[config.mk]
export PLATFORM = sky130hd
export DESIGN_NAME = alu_cmd_sequencer
export DESIGN_NICKNAME = d
export VERILOG_FILES = /design/src/rtl/alu_pkg.sv /design/src/rtl/alu_cmd_sequencer.sv
export SDC_FILE = /design/constraint.sdc
export NUM_CORES = 1
export LEC_CHECK = 0
export CAP_MARGIN = 20
export CORE_MARGIN = 4
export CORE_UTILIZATION = 42
export CTS_CLUSTER_DIAMETER = 120
export DETAILED_ROUTE_END_ITERATION = 8
export PLACE_DENSITY = 0.79
export SETUP_SLACK_MARGIN = 0.5
export SKIP_LAST_GASP = 1
export SLEW_MARGIN = 20
export SYNTH_ARGS = -nofsm -noshare
export SYNTH_HDL_FRONTEND = slang
export SYNTH_SLANG_ARGS = --single-unit
[constraint.sdc]
create_clock -name clk -period 2.4 [get_ports clk]
set_clock_uncertainty 0.1 [all_clocks]
set_input_delay 0.48 -clock clk [delete_from_list [all_inputs] [get_ports clk]]
set_output_delay 0.48 -clock clk [all_outputs]
set_load 0.05 [all_outputs]
[src/rtl/alu_pkg.sv]
// Shared definitions for the simple_alu command path:
// opcodes, flag bit positions and sequencer states.
package alu_pkg;

    localparam logic [3:0] OP_ADD = 4'd0;
    localparam logic [3:0] OP_SUB = 4'd1;
    localparam logic [3:0] OP_AND = 4'd2;
    localparam logic [3:0] OP_OR  = 4'd3;
    localparam logic [3:0] OP_XOR = 4'd4;
    localparam logic [3:0] OP_NOT = 4'd5;
    localparam logic [3:0] OP_SHL = 4'd6;
    localparam logic [3:0] OP_SHR = 4'd7;
    localparam logic [3:0] OP_CMP = 4'd8;
    localparam logic [3:0] OP_MUL = 4'd9;

    localparam int FLAG_Z = 3;
    localparam int FLAG_N = 2;
    localparam int FLAG_C = 1;
    localparam int FLAG_V = 0;

    typedef enum logic [1:0] {
        IDLE  = 2'd0,
        ISSUE = 2'd1,
        WAIT  = 2'd2,
        RESP  = 2'd3
    } seq_state_e;

endpackage

[src/rtl/alu_cmd_sequencer.sv]
// Command front-end for simple_alu: accept, pulse execute, wait for
// done (or watchdog expiry), then hold the response until taken.
module alu_cmd_sequencer
    import alu_pkg::*;
#(
    parameter int WIDTH   = 8,
    parameter int TIMEOUT = 15,
    parameter int TAG_W   = 4
) (
    input  logic             clk,
    input  logic             rst_n,
    input  logic             cmd_valid,
    output logic             cmd_ready,
    input  logic [WIDTH-1:0] cmd_a,
    input  logic [WIDTH-1:0] cmd_b,
    input  logic [3:0]       cmd_op,
    input  logic [TAG_W-1:0] cmd_tag,
    output logic [WIDTH-1:0] alu_a,
    output logic [WIDTH-1:0] alu_b,
    output logic [3:0]       alu_opcode,
    output logic             alu_execute,
    input  logic [WIDTH-1:0] alu_result,
    input  logic [3:0]       alu_flags,
    input  logic             alu_done,
    output logic             rsp_valid,
    input  logic             rsp_ready,
    output logic [WIDTH-1:0] rsp_result,
    output logic [3:0]       rsp_flags,
    output logic [TAG_W-1:0] rsp_tag,
    output logic             rsp_timeout,
    output logic             busy,
    output logic [7:0]       timeout_count
);

    localparam int CW = $clog2(TIMEOUT + 1);
    localparam logic [CW-1:0] WD_LAST = CW'(TIMEOUT - 1);

    seq_state_e state;
    seq_state_e state_nxt;
    logic [CW-1:0] wd_cnt;
    logic accept;
    logic wd_hit;

    // Gated by rst_n so the port reads 0 while reset is held.
    assign cmd_ready   = rst_n && (state == IDLE);
    assign accept      = cmd_valid && cmd_ready;
    assign wd_hit      = (wd_cnt == WD_LAST);
    assign alu_execute = (state == ISSUE);
    assign rsp_valid   = (state == RESP);
    assign busy        = (state != IDLE);

    always_ff @(posedge clk or negedge rst_n) begin
        if (!rst_n) begin
            state <= IDLE;
        end else begin
            state <= state_nxt;
        end
    end

    always_comb begin
        state_nxt = state;
        case (state)
            IDLE:    if (accept) state_nxt = ISSUE;
            ISSUE:   state_nxt = WAIT;
            WAIT:    if (alu_done || wd_hit) state_nxt = RESP;
            RESP:    if (rsp_ready) state_nxt = IDLE;
            default: state_nxt = IDLE;
        endcase
    end

    always_ff @(posedge clk or negedge rst_n) begin
        if (!rst_n) begin
            alu_a         <= '0;
            alu_b         <= '0;
            alu_opcode    <= '0;
            rsp_tag       <= '0;
            rsp_result    <= '0;
            rsp_flags     <= '0;
            rsp_timeout   <= 1'b0;
            timeout_count <= '0;
            wd_cnt        <= '0;
        end else begin
            if (accept) begin
                alu_a      <= cmd_a;
                alu_b      <= cmd_b;
                alu_opcode <= cmd_op;
                rsp_tag    <= cmd_tag;
            end
            if (state == ISSUE) begin
                wd_cnt <= '0;
            end
            // done wins over a watchdog expiry in the same cycle
            if (state == WAIT) begin
                if (alu_done) begin
                    rsp_result  <= alu_result;
                    rsp_flags   <= alu_flags;
                    rsp_timeout <= 1'b0;
                end else if (wd_hit) begin
                    rsp_result  <= '0;
                    rsp_flags   <= '0;
                    rsp_timeout <= 1'b1;
                    if (timeout_count != 8'hFF) begin
                        timeout_count <= timeout_count + 8'd1;
                    end
                end else begin
                    wd_cnt <= wd_cnt + 1'b1;
                end
            end
        end
    end

endmodule

==> results of run 1 <==
==> sequential cells by signal (all words and copies together) (netlist names) <==
signal	count
timeout_count	8
rsp_tag	4
alu_opcode	4
wd_cnt	4
alu_a	8
rsp_result	8
alu_b	8
rsp_flags	4
rsp_timeout	1
state	2
==> area by class of cell <==
cell class	instances	area [um2]	share of cell area (%)
flip-flops and latches	51	1279	39.34
multi-input cells	96	895.9	27.56
repair buffers	95	867.1	26.67
well taps	67	83.83	2.579
clock buffers	5	68.82	2.117
clock inverters	2	37.54	1.155
inverters	5	18.77	0.5774
==> power groups by stage <==
stage               clock network, mW  logic, mW  registers [mW]
global route                    0.628       2.51            1.41
finish                          0.578       2.38            1.36
detailed placement                  0       2.54            1.39
global placement                    0       2.50            1.38
CTS                             0.597       2.37            1.36
floorplan                           0      0.603            2.43
==> per-layer routing <==
metal | up-vias | GRT usage (%) | part of all wire [%]
met5 | - | 0 | 0
met4 | 0 | 5.574 | 0.67
met3 | 4 | 3.273 | 6.8
met2 | 59 | 25.79 | 48
met1 | 783 | 22.36 | 44
li1 | 756 | - | -
==> cell usage after synthesis (2+ instances only) <==
cell,n
xor2_1,5
mux2_1,22
mux2_2,4
and2_1,3
ha_1,8
nand4_1,2
a21oi_1,3
nand3b_1,2
buf_2,3
a22o_1,13
nand2_1,9
nand3_1,2
inv_1,5
dfrtp_1,51
o21ai_1,4
nor2_1,2
==> logic make-up (layout without fill, tap and decap cells) <==
family	Yosys count	after routing	share of synthesized area, %
buffers and inverters	9	107	1.730
flip-flops	51	51	58.82
multiplexers	27	27	13.96
XOR/XNOR	6	6	2.422
AND/OR/NAND/NOR	29	29	8.708
adder cells (fa/ha/maj)	8	8	4.614
AO/OA/AOI/OAI	26	26	9.747
==> worst max path at each step <==
| stage | start | end | slack (ps) | depth (start not counted) |
|---|---|---|---|---|
| after global routing | state[1]$_DFFE_PN0P_ | state[1]$_DFFE_PN0P_ | 500 | 5 |
| final | state[1]$_DFFE_PN0P_ | cmd_ready | 550 | 4 |
| after CTS | state[1]$_DFFE_PN0P_ | rsp_valid | 400 | 2 |
| after global placement | alu_done | rsp_result[2]$_DFFE_PN0P_ | 350 | 3 |
| after floorplan | state[0]$_DFFE_PN0P_ | alu_a[0]$_DFFE_PN0P_ | 490 | 6 |
| after detailed placement | alu_done | rsp_result[7]$_DFFE_PN0P_ | 270 | 3 |
==> through the flow <==
step / setup slack (ps) / hold WS (ps) / instance area [um2] / instances / total power [mW]
after detailed placement: 266.8 / 380.0 / 3152 / 311 / 3.927
final: 554.3 / 69.45 / 3251 / 321 / 4.325
after CTS: 398.7 / 70.14 / 3231 / 320 / 4.331
after floorplan: 486.6 / 84.41 / 2173 / 156 / 3.031
after global placement: 352.7 / 364.5 / 3152 / 311 / 3.879
after global routing: 498.5 / 86.38 / 3251 / 321 / 4.555
==> what timing repair did <==
| action | 4_1_cts | 5_1_grt |
|---|---|---|
| pin swaps | 0 | 0 |
| gates resized for setup | 53 | 19 |
| endpoints found under the setup margin | 82 | 18 |
| buffers inserted | 2 | 1 |
==> impl_metrics.env, run 1 <==
export IMPL_status="complete, no violations"
export IMPL_r2r_start="state[1]$_DFFE_PN0P_"
export IMPL_antenna_found_initial=0
export IMPL_synth_async_reset_ratio_pct=100.0
export IMPL_hold_buffers=0
export IMPL_synth_area_top_cells="dfrtp_1 59%, mux2_1 11%, a22o_1 5.2%, ha_1 4.6%, mux2_2 2.1%"
export IMPL_ios=90
export IMPL_hp_class="in -> async"
export IMPL_crit_buf_inv=2
export IMPL_cp_max_fo=4
export IMPL_power_frac_comb_pct=55.1
export IMPL_vdd_drop_max_mv=0.7152
export IMPL_ant_nets=0
export IMPL_end_kind="primary output"
export IMPL_final_common_cell="dfrtp_1"
export IMPL_dieHeight_um=79.87
export IMPL_rr_worst_depth=5
export IMPL_clock_sinks=51
export IMPL_dieWidth_um=79.87
export IMPL_start_util_pct=44.75
export IMPL_switchingPower_mw=2.082
export IMPL_grtUsageTotal_pct=16.30
export IMPL_synth_top_area_share_pct=58.82
export IMPL_drv_slew=0
export IMPL_synth_seq_cells=51
export IMPL_io_buffers=89
export IMPL_seqPwrFrac_pct=31.5
export IMPL_worst_setup_path_type="reg -> out"
export IMPL_clock_path_buffers=2
export IMPL_rsz0062_at_grt="true"
export IMPL_critPathTopFamily="flip-flops"
export IMPL_grt_pass1_vias=1710
export IMPL_first_pass_iters=4
export IMPL_worst_slew_pin_transition_ps=522.2
export IMPL_yosysTopAreaCell="dfrtp_1"
export IMPL_setup_viol=0
export IMPL_grt_pass1_wl_um=8190
export IMPL_syn_area_mm2=0.002170
export IMPL_worstPathCellList="inv_2, ha_4, and2_4, buf_12"
export IMPL_fill_cells=408
export IMPL_avgRoutedWirePerCell_um=15.72
export IMPL_p_clk_share_pct=13.4
export IMPL_postSynthCellCount=156
export IMPL_startpoint_type="register"
export IMPL_routabilityCongestion=0.7397
export IMPL_critPathRequiredTime_ps=1820
export IMPL_setup_tns_ps=0
export IMPL_synth_main_ff_cell="dfrtp_1"
export IMPL_r2r_end="state[1]$_DFFE_PN0P_"
export IMPL_htree_levels=2
export IMPL_timing_fmax_ghz=0.5418
export IMPL_dp_hpwl_um=3751
export IMPL_cap_violations=0
export IMPL_path_clk_slew_ps=100
export IMPL_viasPerCell=4.991
export IMPL_nNetsFinal=303
export IMPL_r2r_slack_ps=600
export IMPL_intPower_mw=2.242
export IMPL_synth_edf_count=0
export IMPL_grt_max_degree=33
export IMPL_slew_headroom_pct=65.33
export IMPL_leakage_nw=1.580
export IMPL_drt_total_wl_um=5047
export IMPL_syn_nets=205
export IMPL_cts_root_buf="clkbuf_8"
export IMPL_drt_initial_drc_count=80
export IMPL_fin_util_pct=67.05
export IMPL_ys_types=34
export IMPL_layout_drive_gt1_share_pct=18.11
export IMPL_insertion_delay_ps=300
export IMPL_yosys_warnings=0
export IMPL_synth_yosys_seq_area_share_pct=58.82
export IMPL_finalCritPeriodShare_pct=76.90
export IMPL_core_mm2=0.004848
export IMPL_remaining_drc_errors=0
export IMPL_die_area_mm2=0.006379
export IMPL_min_period_ps=1846
export IMPL_num_rows=25
export IMPL_slowest_stage="dfrtp_1"
export IMPL_grt_overflow=0
export IMPL_cts_made_buffers=5
export IMPL_arrival_ps=1270
export IMPL_area_growth_pct=49.83
export IMPL_cts_tree="done"
export IMPL_syn_avg_cell_area_um2=13.91
export IMPL_slowest_delay_ps=440
export IMPL_powerDensity_mw_per_mm2=1330
export IMPL_route_vias_total=1602
export IMPL_antenna_cells=0
export IMPL_layout_common_cells="49 x dfrtp_1, 39 x clkdlybuf4s50_1, 39 x dlygate4sd2_1"
export IMPL_swShare_pct=48.15
export IMPL_finalHoldViolCount=0
No activity file was read; power rests on OpenSTA's default activity.
==> run 2, diff against run 1 <==
- clock period: 2.4 -> 1.75 ns (I/O delays scaled with it)
==> run 2 against run 1 <==
  * Sequential power up 48%
  * Combinational power up 110%
  * Utilization increased by 19 points
  * First-iteration DRC count grew 13%
  * Cell count up 18%
  * Sequential cell count is the same
  * Worst setup slack got worse by 500 ps
  * Critical endpoint is now alu_execute
  * Largest power group unchanged
  * Highest routed layer unchanged
==> impl_metrics.env, run 2 (same netlist as run 1, synthesis figures left out) <==
export IMPL_worstPathCellList="buf_4, ha_2, buf_12"
export IMPL_hp_class="in -> async"
export IMPL_grt_use_met1_pct=27.42
export IMPL_leakage_nw=1.980
export IMPL_status="complete, no violations"
export IMPL_drt_initial_drc_count=90
export IMPL_route_vias_total=1938
export IMPL_die_area_mm2=0.006379
export IMPL_dp_slack_ps=-108.1
export IMPL_powerDensity_mw_per_mm2=1876
export IMPL_layout_common_cells="50 x buf_4, 49 x buf_6, 43 x dfrtp_1"
export IMPL_ios=90
export IMPL_worst_setup_path_type="reg -> out"
export IMPL_startpoint="state[0]$_DFFE_PN0P_"
export IMPL_grt_pass1_wl_um=10740
export IMPL_area_growth_pct=91.46
export IMPL_dieHeight_um=79.87
export IMPL_vdd_drop_max_mv=0.9907
export IMPL_fin_util_pct=85.68
export IMPL_insertion_delay_ps=300
export IMPL_timing_fmax_ghz=0.5893
export IMPL_viasPerCell=5.100
export IMPL_antenna_found_initial=0
export IMPL_first_pass_iters=4
export IMPL_switchingPower_mw=3.437
export IMPL_intPower_mw=4.358
export IMPL_drt_total_wl_um=7696
export IMPL_finalCritPeriodShare_pct=96.96
export IMPL_num_rows=25
export IMPL_routabilityCongestion=0.7520
export IMPL_drv_slew=0
export IMPL_cap_violations=0
export IMPL_core_mm2=0.004848
export IMPL_antenna_cells=0
export IMPL_critPathRequiredTime_ps=1300
export IMPL_slowest_stage="dfrtp_1"
export IMPL_grt_max_degree=52
export IMPL_power_frac_comb_pct=63.5
export IMPL_start_util_pct=44.75
export IMPL_fin_total_pwr_mw=7.795
export IMPL_grt_overflow=0
export IMPL_hold_buffers=0
export IMPL_avgRoutedWirePerCell_um=20.25
export IMPL_dieWidth_um=79.87
export IMPL_worst_slew_pin_transition_ps=651.6
export IMPL_clock_path_buffers=2
export IMPL_grt_pass1_vias=2056
export IMPL_grtUsageTotal_pct=22.18
export IMPL_finalHoldViolCount=0
export IMPL_io_buffers=89
export IMPL_startpoint_type="register"
export IMPL_grtUsageMet2_pct=38.81
export IMPL_remaining_drc_errors=0
export IMPL_cts_made_buffers=5
export IMPL_met3_usage_pct=6.659
export IMPL_cp_max_fo=5
export IMPL_min_period_ps=1697
export IMPL_swShare_pct=44.09
export IMPL_htree_levels=2
export IMPL_final_common_cell="buf_4"
export IMPL_clock_sinks=51
export IMPL_slew_headroom_pct=56.56
export IMPL_place_inst=318
export IMPL_ant_nets=0
export IMPL_arrival_ps=1250
export IMPL_cts_tree="done"
export IMPL_path_clk_slew_ps=100
export IMPL_setup_viol=0
export IMPL_dp_hpwl_um=3952
export IMPL_crit_buf_inv=2
export IMPL_critPathTopFamily="flip-flops"
export IMPL_r2r_start="state[0]$_DFFE_PN0P_"
export IMPL_nNetsFinal=361
export IMPL_global_route_peak_usage_layer="met2"
export IMPL_end_kind="primary output"
export IMPL_worst_slack_ps=53.13
export IMPL_slowest_delay_ps=400
export IMPL_final_cells=380
export IMPL_cts_root_buf="clkbuf_8"
export IMPL_layout_drive_gt1_share_pct=56.23
export IMPL_seqPwrFrac_pct=25.8
export IMPL_rsz0062_at_grt="true"
export IMPL_p_clk_share_pct=10.7
run 2: path summary, 6_finish.rpt:
kind / endpoint / slack, ps / depth (start not counted)
worst max-delay path: alu_execute / 50 / 3
worst min-delay path: rsp_tag[1]$_DFFE_PN0P_ / 110 / 2
worst max register to register: state[1]$_DFFE_PN0P_ / 80 / 5
worst min register to register: alu_b[0]$_DFFE_PN0P_ / 430 / 1
max in group asynchronous: timeout_count[3]$_DFFE_PN0P_ / 960 / 2
min in group clk: alu_b[0]$_DFFE_PN0P_ / 430 / 1
run 2: per-layer routing:
metal,up-vias,wire (um)
li1,877,-
met1,979,3140
met2,72,3951
met3,10,497
met4,0,106
met5,-,0
run 2: power groups by stage:
stage	Sequential, mW	Combinational (mW)	Clock, mW
after floorplan	3.34	0.922	0
after global placement	1.88	3.58	0
after detailed placement	1.92	3.61	0
after CTS	1.95	4.42	0.847
after global routing	2.05	5.14	0.895
final	2.01	4.95	0.837
run 2: stage by stage:
stage          hold slack (ps)  setup TNS, ps  cell area (um2)
2_1_floorplan           -45.59              0             2268
5_1_grt                  157.5              0             4154
3_5_place_dp             364.5         -788.9             3284
3_3_place_gp             358.4         -334.7             3284
4_1_cts                  120.9              0             3874
6_report                 107.4              0             4154
run 2: final cells by class:
cell class	count	area [um2]
Sequential cell	51	1286
Timing Repair Buffer	150	1541
Fill cell	219	694.4
Inverter	5	18.77
Tap cell	67	83.83
Clock buffer	5	68.82
Multi-Input combinational cell	99	1111
Clock inverter	3	43.79
run 2: what timing repair did:
action / CTS / global route
setup buffers: 27 / 23
pin swaps: 25 / 17
resized for setup: 68 / 19
endpoints found under the setup margin: 100 / 100
gates cloned: 3 / 1
==> run 3, diff against run 2 <==
--- a/config.mk
+++ b/config.mk
@@ -11,4 +11,5 @@
 export CTS_CLUSTER_DIAMETER = 120
 export DETAILED_ROUTE_END_ITERATION = 8
+export MAX_ROUTING_LAYER = met4
 export PLACE_DENSITY = 0.79
 export SETUP_SLACK_MARGIN = 0.5
--- a/constraint.sdc
+++ b/constraint.sdc
@@ -3,3 +3,3 @@
 set_input_delay 0.35 -clock clk [delete_from_list [all_inputs] [get_ports clk]]
 set_output_delay 0.35 -clock clk [all_outputs]
-set_load 0.05 [all_outputs]
+set_load 0.005 [all_outputs]
==> run 3 against run 2 <==
  * Clock power fell by 21%
  * Non-clock buffer count rose by 4
  * Critical endpoint is now alu_b[3]$_DFFE_PN0P_
  * Critical path depth rose by 4
  * Sequential cell count did not move
  * Via count rose by 0.15%
  * Register-to-register slack got worse by 30 ps
  * Worst setup slack got worse by 5.4 ps
  * Cell area fell by 7.7%
  * Cell count rose by 0.53%
==> impl_metrics.env, run 3 (same netlist as run 1, synthesis figures left out) <==
export IMPL_num_rows=25
export IMPL_p_clk_share_pct=12.4
export IMPL_status="complete, no violations"
export IMPL_setup_viol=0
export IMPL_start_util_pct=44.75
export IMPL_path_clk_slew_ps=100
export IMPL_end_kind="register"
export IMPL_core_mm2=0.004848
export IMPL_cts_root_buf="clkbuf_8"
export IMPL_dieWidth_um=79.87
export IMPL_slowest_stage="dfrtp_1"
export IMPL_htree_levels=2
export IMPL_switchingPower_mw=1.656
export IMPL_swShare_pct=31.25
export IMPL_startpoint_type="register"
export IMPL_worst_setup_path_type="reg -> reg"
export IMPL_antenna_found_initial=0
export IMPL_cap_violations=0
export IMPL_first_pass_iters=4
export IMPL_leakage_nw=1.961
export IMPL_io_buffers=89
export IMPL_clock_sinks=51
export IMPL_insertion_delay_ps=300
export IMPL_antenna_cells=0
export IMPL_grt_max_degree=43
export IMPL_hp_class="in -> async"
export IMPL_remaining_drc_errors=0
export IMPL_die_area_mm2=0.006379
export IMPL_dieHeight_um=79.87
export IMPL_worstPathCellList="inv_2, ha_4, and2_4, buf_6, nand2_8, buf_12, mux2_1"
export IMPL_grt_pass1_vias=1931
export IMPL_drt_initial_drc_count=74
export IMPL_seq_area_mm2=0.001277
export IMPL_routabilityCongestion=0.8122
export IMPL_cts_made_buffers=5
export IMPL_wl_met3_um=593
export IMPL_final_common_cell="dfrtp_1"
export IMPL_slowest_delay_ps=410
export IMPL_ant_nets=0
export IMPL_vdd_drop_max_mv=0.7345
export IMPL_seqPwrFrac_pct=35.2
export IMPL_worst_slew_pin_transition_ps=522.3
export IMPL_cts_tree="done"
export IMPL_layout_common_cells="50 x dfrtp_1, 46 x buf_4, 44 x buf_2"
export IMPL_topRoutingLayerUsed="met4"
export IMPL_min_period_ps=1702
export IMPL_ios=90
export IMPL_avgRoutedWirePerCell_um=18.10
export IMPL_fin_total_pwr_mw=5.300
export IMPL_drt_total_wl_um=6914
export IMPL_multiInputGateArea_mm2=0.001106
export IMPL_drv_slew=0
export IMPL_fin_util_pct=79.10
export IMPL_rsz0062_at_grt="true"
export IMPL_finalCritPeriodShare_pct=97.27
export IMPL_area_growth_pct=76.76
export IMPL_layout_drive_gt1_share_pct=56.19
export IMPL_clock_path_buffers=2
export IMPL_finalHoldViolCount=0
export IMPL_arrival_ps=1780
export IMPL_power_frac_comb_pct=52.3
export IMPL_fill_cells=291
export IMPL_intPower_mw=3.644
export IMPL_grt_pass1_wl_um=10210
export IMPL_nNetsFinal=363
export IMPL_timing_fmax_ghz=0.5875
export IMPL_powerDensity_mw_per_mm2=1382
export IMPL_route_vias_total=1941
export IMPL_grt_overflow=0
export IMPL_slew_headroom_pct=65.18
export IMPL_grtUsageTotal_pct=21.48
export IMPL_wl_met2_um=3259
export IMPL_cp_max_fo=10
export IMPL_m1WireLength_um=2910
export IMPL_viasPerCell=5.081
export IMPL_critPathRequiredTime_ps=1830
export IMPL_dp_hpwl_um=4055
==> run 3: power by group through the flow <==
stage | Clock (mW) | Sequential [mW] | Combinational, mW
global route | 0.714 | 1.92 | 3.00
CTS | 0.675 | 1.85 | 2.46
finish | 0.659 | 1.87 | 2.77
detailed placement | 0 | 1.90 | 2.17
global placement | 0 | 1.87 | 2.12
floorplan | 0 | 1.94 | 0.755
==> run 3: metrics by stage <==
stage	setup TNS (ps)	area [um2]	setup WS [ps]	instances	hold WS [ps]
2_1_floorplan	0	2243	201.5	156	-45.59
3_3_place_gp	-173.7	3322	-82.40	325	57.04
3_5_place_dp	-205.0	3322	-92.09	325	62.86
4_1_cts	0	3652	80.74	365	88.84
5_1_grt	-106.6	3835	-40.46	382	130.8
6_report	0	3835	47.75	382	73.71
==> run 3: layer usage <==
metal | GRT usage, % | vias to the layer above
li1 | - | 882
met1 | 27.74 | 956
met2 | 34.06 | 85
met3 | 5.530 | 18
met4 | 5.405 | 0
met5 | - | -
==> run 3: final timing paths <==
path / startpoint / end / slack (ps) / depth (start not counted)
max: state[1]$_DFFE_PN0P_ / alu_b[3]$_DFFE_PN0P_ / 50 / 7
min: rst_n / rsp_result[5]$_DFFE_PN0P_ / 70 / 2
max reg2reg: state[1]$_DFFE_PN0P_ / alu_b[3]$_DFFE_PN0P_ / 50 / 7
min reg2reg: alu_b[0]$_DFFE_PN0P_ / alu_b[0]$_DFFE_PN0P_ / 400 / 1
max in group asynchronous: rst_n / state[0]$_DFFE_PN0P_ / 880 / 3
min in group clk: alu_b[0]$_DFFE_PN0P_ / alu_b[0]$_DFFE_PN0P_ / 400 / 1
==> run 3: worst max-delay path: cells and delay by family, from the launching register on <==
kind          cells  cell delay, ps
fa+ha+maj         1             170
buf+inv           3             340
flops             1             410
mux               1             330
simple gates      2             240
==> run 3: area by class of cell <==
| class | instances | area share, % |
|---|---|---|
| clock inverters | 2 | 0.3263 |
| flip-flops and latches | 51 | 33.31 |
| well taps | 67 | 2.186 |
| multi-input cells | 97 | 28.84 |
| repair buffers | 154 | 32.95 |
| inverters | 5 | 0.4894 |
| clock buffers | 6 | 1.892 |
==> run 3: timing repair <==
action                                 in CTS  in global routing
hold buffers                                1                  0
cloned                                      2                  1
buffers inserted                           29                 16
resized for setup                         247                 16
endpoints found under the hold margin       9                  0
pin swaps                                  16                 22
setup endpoints to repair                 100                100
